## src/rtl/ecc_mont_result_collector.sv

```systemverilog
// Result collector for the Montgomery PE array: buffers the word-serial product,
// applies the final conditional subtraction of p and streams the reduced result out.
module ecc_mont_result_collector #(
    parameter int unsigned RADIX = 32,
    parameter int unsigned WORDS = 12
) (
    input  logic                     clk,
    input  logic                     reset_n,
    input  logic                     start_in,
    input  logic                     in_valid,
    output logic                     in_ready,
    input  logic [RADIX-1:0]         res_word_in,
    input  logic                     res_carry_in,
    output logic [$clog2(WORDS)-1:0] p_addr,
    input  logic [RADIX-1:0]         p_word_in,
    output logic                     out_valid,
    input  logic                     out_ready,
    output logic [RADIX-1:0]         out_word,
    output logic                     out_last,
    output logic                     busy,
    output logic                     done
);

    localparam int unsigned      IDX_W    = $clog2(WORDS);
    localparam logic [IDX_W-1:0] LAST_IDX = IDX_W'(WORDS - 1);

    typedef enum logic [1:0] {IDLE, COLLECT, SUB, OUTPUT} state_t;

    state_t           r_state;
    logic [RADIX-1:0] r_raw  [WORDS];
    logic [RADIX-1:0] r_diff [WORDS];
    logic [IDX_W-1:0] r_idx;
    logic             r_borrow;
    logic             r_carry_hi;
    logic             r_sel_d;
    logic             r_sub_done;
    logic             r_out_valid;
    logic             r_out_last;
    logic             r_done;
    logic [RADIX-1:0] r_out_word;

    logic [RADIX:0]   w_sub;
    logic [IDX_W-1:0] w_idx_nxt;
    logic             w_sel_fin;
    logic [RADIX-1:0] w_first_word;
    logic [RADIX-1:0] w_next_word;

    assign w_sub        = {1'b0, r_raw[r_idx]} - {1'b0, p_word_in} - {{RADIX{1'b0}}, r_borrow};
    assign w_idx_nxt    = r_idx + IDX_W'(1);
    // Keep d when the top carry is set or no final borrow (covers equality -> 0).
    assign w_sel_fin    = r_carry_hi | ~r_borrow;
    assign w_first_word = w_sel_fin ? r_diff[0] : r_raw[0];
    assign w_next_word  = r_sel_d ? r_diff[w_idx_nxt] : r_raw[w_idx_nxt];

    assign in_ready  = (r_state == COLLECT);
    assign busy      = (r_state != IDLE);
    assign p_addr    = r_idx;
    assign out_valid = r_out_valid;
    assign out_word  = r_out_word;
    assign out_last  = r_out_last;
    assign done      = r_done;

    always_ff @(posedge clk or negedge reset_n) begin
        if (!reset_n) begin
            r_state     <= IDLE;
            r_idx       <= '0;
            r_borrow    <= 1'b0;
            r_carry_hi  <= 1'b0;
            r_sel_d     <= 1'b0;
            r_sub_done  <= 1'b0;
            r_out_valid <= 1'b0;
            r_out_last  <= 1'b0;
            r_out_word  <= '0;
            r_done      <= 1'b0;
            for (int unsigned i = 0; i < WORDS; i++) begin
                r_raw[i]  <= '0;
                r_diff[i] <= '0;
            end
        end else begin
            r_done <= 1'b0;
            if (start_in) begin
                r_state     <= COLLECT;
                r_idx       <= '0;
                r_borrow    <= 1'b0;
                r_carry_hi  <= 1'b0;
                r_sel_d     <= 1'b0;
                r_sub_done  <= 1'b0;
                r_out_valid <= 1'b0;
                r_out_last  <= 1'b0;
                r_out_word  <= '0;
            end else begin
                case (r_state)
                    IDLE: ;
                    COLLECT: begin
                        if (in_valid) begin
                            r_raw[r_idx] <= res_word_in;
                            if (r_idx == LAST_IDX) begin
                                r_carry_hi <= res_carry_in;
                                r_idx      <= '0;
                                r_borrow   <= 1'b0;
                                r_sub_done <= 1'b0;
                                r_state    <= SUB;
                            end else begin
                                r_idx <= w_idx_nxt;
                            end
                        end
                    end
                    SUB: begin
                        // Extra cycle after the last word registers the select and the first output word.
                        if (!r_sub_done) begin
                            r_diff[r_idx] <= w_sub[RADIX-1:0];
                            r_borrow      <= w_sub[RADIX];
                            if (r_idx == LAST_IDX) begin
                                r_sub_done <= 1'b1;
                                r_idx      <= '0;
                            end else begin
                                r_idx <= w_idx_nxt;
                            end
                        end else begin
                            r_sel_d     <= w_sel_fin;
                            r_out_word  <= w_first_word;
                            r_out_valid <= 1'b1;
                            r_out_last  <= (LAST_IDX == '0);
                            r_state     <= OUTPUT;
                        end
                    end
                    OUTPUT: begin
                        if (out_ready) begin
                            if (r_out_last) begin
                                r_out_valid <= 1'b0;
                                r_out_last  <= 1'b0;
                                r_out_word  <= '0;
                                r_idx       <= '0;
                                r_done      <= 1'b1;
                                r_state     <= IDLE;
                            end else begin
                                r_idx      <= w_idx_nxt;
                                r_out_word <= w_next_word;
                                r_out_last <= (w_idx_nxt == LAST_IDX);
                            end
                        end
                    end
                    default: r_state <= IDLE;
                endcase
            end
        end
    end

endmodule

```

## config.mk

```make
export PLATFORM = sky130hd
export DESIGN_NAME = ecc_mont_result_collector
export DESIGN_NICKNAME = d
export VERILOG_FILES = /design/src/rtl/ecc_mont_result_collector.sv
export SDC_FILE = /design/constraint.sdc
export NUM_CORES = 2
export LEC_CHECK = 0
export ABC_AREA = 1
export CAP_MARGIN = 10
export CORE_UTILIZATION = 40
export CTS_BUF_LIST = sky130_fd_sc_hd__clkbuf_4
export DETAILED_ROUTE_END_ITERATION = 8
export REMOVE_ABC_BUFFERS = 1
export SLEW_MARGIN = 10
export SYNTH_ARGS = -nofsm -noshare
export SYNTH_HDL_FRONTEND = slang
export SYNTH_SLANG_ARGS = --single-unit
```

## constraint.sdc

```tcl
create_clock -name clk -period 12.28 [get_ports clk]
set_input_delay 3.07 -clock clk [delete_from_list [all_inputs] [get_ports clk]]
set_output_delay 3.07 -clock clk [all_outputs]
set_load 0.1 [all_outputs]
```

==> results.md <==
Synth:
- The post-synthesis register bit count is 813.
- The post-synthesis cell count is 5540.
- Yosys attributes the largest share of cell area to sky130_fd_sc_hd__dfrtp_1, sky130_fd_sc_hd__o21ai_0, sky130_fd_sc_hd__nand2_1.
- The area of the mapped netlist is 42700 sq um.
- Of the total synthesized cell area, the portion taken by XOR and XNOR cells is 0.00387.
- For this run, asynchronously set or reset flops after synthesis account for 1.00.
- Of the post-synthesis cell area, the part taken by muxes is 0.
- The cell taking the most area after synthesis is sky130_fd_sc_hd__dfrtp_1.
- The proportion of synthesized chip area in sequential cells is 0.477.
- The Yosys step of the flow raised 0 warnings.
- The complex-gate fraction of the synthesized area is 0.249.
- The synthesized-area fraction occupied by adder cells is 0.0197.
- The mean post-synth cell area is 7.70 sq um.
- The synthesized design contains 0 enable-type register cells.
- Of the post-synthesis cell area, the dominant cell type holds 0.477.
- The netlist uses 50 different library cells.
- After synthesis, the largest family of logic cells by area is compound AO/OA/AOI/OAI gates.
- The top flip-flop cell by instance count after synthesis is sky130_fd_sc_hd__dfrtp_1.
- Of the total synthesized cell area, the portion taken by AND, OR, NAND and NOR gates is 0.176.

STA:
- The actual slew at the worst max-slew pin is 1.24 ns.
- Setup repair after global routing left no endpoint under its margin.
- After layout, the minimum clock period comes to 7.14 ns.
- The number of pins exceeding their max-slew limit in the final report was 0.
- Dividing the final minimum period by the clock period gives 0.581.
- Derived from the worst setup path, the maximum achievable clock frequency is 140 MHz.
- Headroom to the max-slew limit came out at 0.169.
- On the final layout, the worst clock skew is 0.0914 ns.
- The count of final setup violators is 0.
- The total count of hold-check failures in the final report is 0.

Placement:
- The count of input and output buffers is 110.
- The placed instance count is 6638.
- The half-perimeter wire length after placement is 89800 um.
- The congestion estimate from routability-driven global placement came to 0.937.

Clocking:
- Clock tree synthesis selected as its root buffer the cell sky130_fd_sc_hd__clkbuf_4.
- The hold-fix buffer count after cts is 0.
- After clock tree synthesis, the repair step resized 0 gates.
- The clock insertion delay at the later pin of the skew report is 1.17 ns.
- In this run the number of H-tree levels came out at 4.
- The clock-pin slew on the worst setup and hold paths is 0.07 ns.
- TritonCTS built the clock tree.
- Buffers added to address setup during post-CTS repair amount to 0.
- The number of clock buffers inserted by TritonCTS is 215.
- The count of clock tree sinks is 813.
- The maximum number of buffers from clock root to sink is 3.

Route:
- Summing over every cut layer, the via total after detailed routing is 40400.
- The final routed wirelength across all metal layers is 154000 um.
- In the routed layout, each cell is associated on average with a via count of 5.76.
- The pre-antenna-repair detailed-routing pass consisted of 8 iterations.
- In the routed design, unresolved DRC markers number 2.
- The final routed wire length divided by cell count is 21.9 um.
- The detailed router finished its first iteration with 5105 violations.
- The number of routed nets with antenna violations is 0.

Outcome:
- The checks that failed: design-rule violations.
- The run finished, with violations left.

Final layout:
- The number of inserted filler cells in the final layout is 10700.
- The number of nets in the layout is 5601.
- In the final layout, the share of cells above drive strength 1 is 0.0881.
- The area of all sequential standard cells is 20400 sq um.
- Summing all multi-input logic gate instances after layout gives 19300 sq um.
- The area overhead of the layout relative to synthesis is 10.1%.
- The number of cells in the finished layout apart from fillers is 7012.

Setup path:
- Grouping stages by cell kind, the critical path spends the most delay in buffers and inverters.
- The critical path ends at p_addr[0].
- The element type at the critical path end is an output pin.
- The worst register-to-register path begins at p_addr[0].
- The count of cell instances traversed by the critical path is 2.
- In this run the critical register-to-register path is captured at r_diff[383].
- The critical path launch point type is a register.
- The largest single stage delay on the critical path is 1.27 ns.
- The source of the critical timing path is p_addr[0].
- The worst endpoint required time is 9.21 ns.
- In this run the worst path has a maximum fanout of 78.
- The setup slack of the most critical reg-to-reg path is 5.83 ns.
- The signal on the critical path passes through buf_4 > clkdlybuf4s50_1.
- The number of buffers and inverters on the critical path is 2.
- For the worst setup path, the data arrival time is 4.07 ns.
- The critical path is of the reg -> out type.
- Measured in cells, the most critical reg-to-reg path has a length of 16.
- The cell with the largest stage delay on the worst path is sky130_fd_sc_hd__clkdlybuf4s50_1.

GRT:
- For this run the aggregate overflow at the end of global routing stands at 0.
- The maximum number of pins on one net before global-route repair is 158.
- The via count of the first global-routing pass is 38000.
- The overall track demand over capacity in global routing is 0.283.
- The number of antenna violations at the first check in global routing is 5.
- The first global-routing pass estimated 233000 um of wire.

Floorplanning:
- The overall die height is 329 um.
- The core area is 106000 sq um.
- The initial core utilization is 0.404.
- The full die area is 108000 sq um.
- From left edge to right edge, the die measures 329 um.
- The row count is 119.
- The number of placed I/O pins is 111.

Run:
- Max-cap violations in this run came to 0.

Power:
- Across the VDD grid, the largest voltage drop is 0.277 mV.
- Summing internal, switching and leakage power gives 15.1 mW.
- In this run the static leakage power is 21.2 nW.
- The power per cell area is 322 nW/um^2.

Min path:
- The tightest min-delay check is of the reg -> reg type.
==> tightest hold or removal path, stage by stage (launching register included) <==
cell                      delay [ns]
sky130_fd_sc_hd__dfrtp_1        0.34
sky130_fd_sc_hd__nand2_1        0.05
sky130_fd_sc_hd__nand2_1        0.05
==> state kept, by name, indices dropped and copies added, names as in the netlist <==
| name | cells |
|---|---|
| out_last | 1 |
| out_word | 32 |
| out_valid | 1 |
| r_diff | 384 |
| r_borrow | 1 |
| r_raw | 384 |
| p_addr | 4 |
| r_sel_d | 1 |
| r_state | 2 |
| r_sub_done | 1 |
| r_carry_hi | 1 |
| done | 1 |
==> worst min path at each step <==
stage	start	endpoint	slack (ns)	cells after the start
2_1_floorplan	r_diff[159]	r_diff[159]	0.44	2
3_3_place_gp	r_diff[222]	r_diff[222]	0.46	2
3_5_place_dp	r_diff[345]	r_diff[345]	0.46	2
4_1_cts	r_diff[126]	r_diff[126]	0.48	2
5_1_grt	r_diff[217]	r_diff[217]	0.49	2
6_report	r_diff[282]	r_diff[282]	0.47	2
==> Yosys cell counts (3+ instances only) <==
cell and count:
sky130_fd_sc_hd__o21ai_0 1209, sky130_fd_sc_hd__nand2_1 1172, sky130_fd_sc_hd__dfrtp_1 813, sky130_fd_sc_hd__nor2_1 438, sky130_fd_sc_hd__a21oi_1 354, sky130_fd_sc_hd__clkbuf_1 302, sky130_fd_sc_hd__inv_1 302, sky130_fd_sc_hd__nand3_1 234
sky130_fd_sc_hd__o211ai_1 133, sky130_fd_sc_hd__buf_2 122, sky130_fd_sc_hd__o22ai_1 107, sky130_fd_sc_hd__o21ai_1 73, sky130_fd_sc_hd__ha_1 64, sky130_fd_sc_hd__a211oi_1 31, sky130_fd_sc_hd__buf_1 28, sky130_fd_sc_hd__o221ai_1 17
sky130_fd_sc_hd__nand4_1 15, sky130_fd_sc_hd__buf_4 13, sky130_fd_sc_hd__xnor2_1 12, sky130_fd_sc_hd__o21ai_2 11, sky130_fd_sc_hd__a22o_1 9, sky130_fd_sc_hd__inv_2 9, sky130_fd_sc_hd__nand2_2 9, sky130_fd_sc_hd__a31oi_1 6
sky130_fd_sc_hd__nor3_1 6, sky130_fd_sc_hd__nand3_2 5, sky130_fd_sc_hd__o21bai_1 5, sky130_fd_sc_hd__xor2_1 5, sky130_fd_sc_hd__a21o_1 4, sky130_fd_sc_hd__buf_6 4, sky130_fd_sc_hd__nand3b_1 3
==> metal layers <==
layer / share of wire / global-route usage / vias to the layer above
met1: 0.44 / 0.400 / 19500
li1: - / - / 18700
met5: 0.000078 / 0 / -
met3: 0.090 / 0.0584 / 321
met4: 0.030 / 0.106 / 2
met2: 0.44 / 0.425 / 1907
==> cell families (layout without fill, tap and decap cells) <==
group / count (synthesis) / count (layout)
other cells: 0 / 2
fa+ha+maj: 66 / 66
compound gates: 1970 / 1970
xor+xnor: 18 / 18
simple gates: 1889 / 1889
flops: 813 / 813
buf+inv: 784 / 863
==> per-stage QoR <==
stage	setup TNS, ns	setup WS [ns]	util	instance area, sq um	hold slack, ns
after floorplan	-7412.56	-17.30	-	40700	0.444
after global placement	0	5.75	0.419	44200	0.459
after detailed placement	0	5.74	0.419	44200	0.461
after CTS	0	5.10	0.445	47000	0.476
after global routing	0	4.96	0.445	47000	0.494
final	0	5.14	0.445	47000	0.475
==> final cells by class <==
| class | count | area share |
|---|---|---|
| well taps | 1391 | 0.0370 |
| clock inverters | 40 | 0.00570 |
| diodes | 2 | 0.000107 |
| inverters | 314 | 0.0254 |
| clock buffers | 331 | 0.0529 |
| flip-flops and latches | 813 | 0.433 |
| multi-input cells | 3943 | 0.410 |
| repair buffers | 178 | 0.0355 |
==> power breakdown <==
part           internal (mW)  leakage [nW]  switching, mW  total (mW)
sequential              3.37          11.0          0.510        3.88
clock                   1.28          1.65           1.17        2.45
combinational           2.30          8.56           6.51        8.81
total                   6.95          21.2           8.19        15.1
==> placed cells by master (no fill, tap or decap), types with 17 or more instances in the layout <==
master,synthesis,layout
sky130_fd_sc_hd__o21ai_0,1209,1209
sky130_fd_sc_hd__nand2_1,1172,1147
sky130_fd_sc_hd__dfrtp_1,813,810
sky130_fd_sc_hd__nor2_1,438,435
sky130_fd_sc_hd__a21oi_1,354,354
sky130_fd_sc_hd__clkbuf_4,1,332
sky130_fd_sc_hd__inv_1,302,301
sky130_fd_sc_hd__nand3_1,234,234
sky130_fd_sc_hd__o211ai_1,133,133
sky130_fd_sc_hd__clkdlybuf4s50_1,0,109
sky130_fd_sc_hd__o22ai_1,107,107
sky130_fd_sc_hd__o21ai_1,73,73
sky130_fd_sc_hd__ha_1,64,63
sky130_fd_sc_hd__buf_4,13,63
sky130_fd_sc_hd__nand2_2,9,33
sky130_fd_sc_hd__a211oi_1,31,31
sky130_fd_sc_hd__clkinv_1,2,25
sky130_fd_sc_hd__o221ai_1,17,17
(Power assumes the default switching activity.)
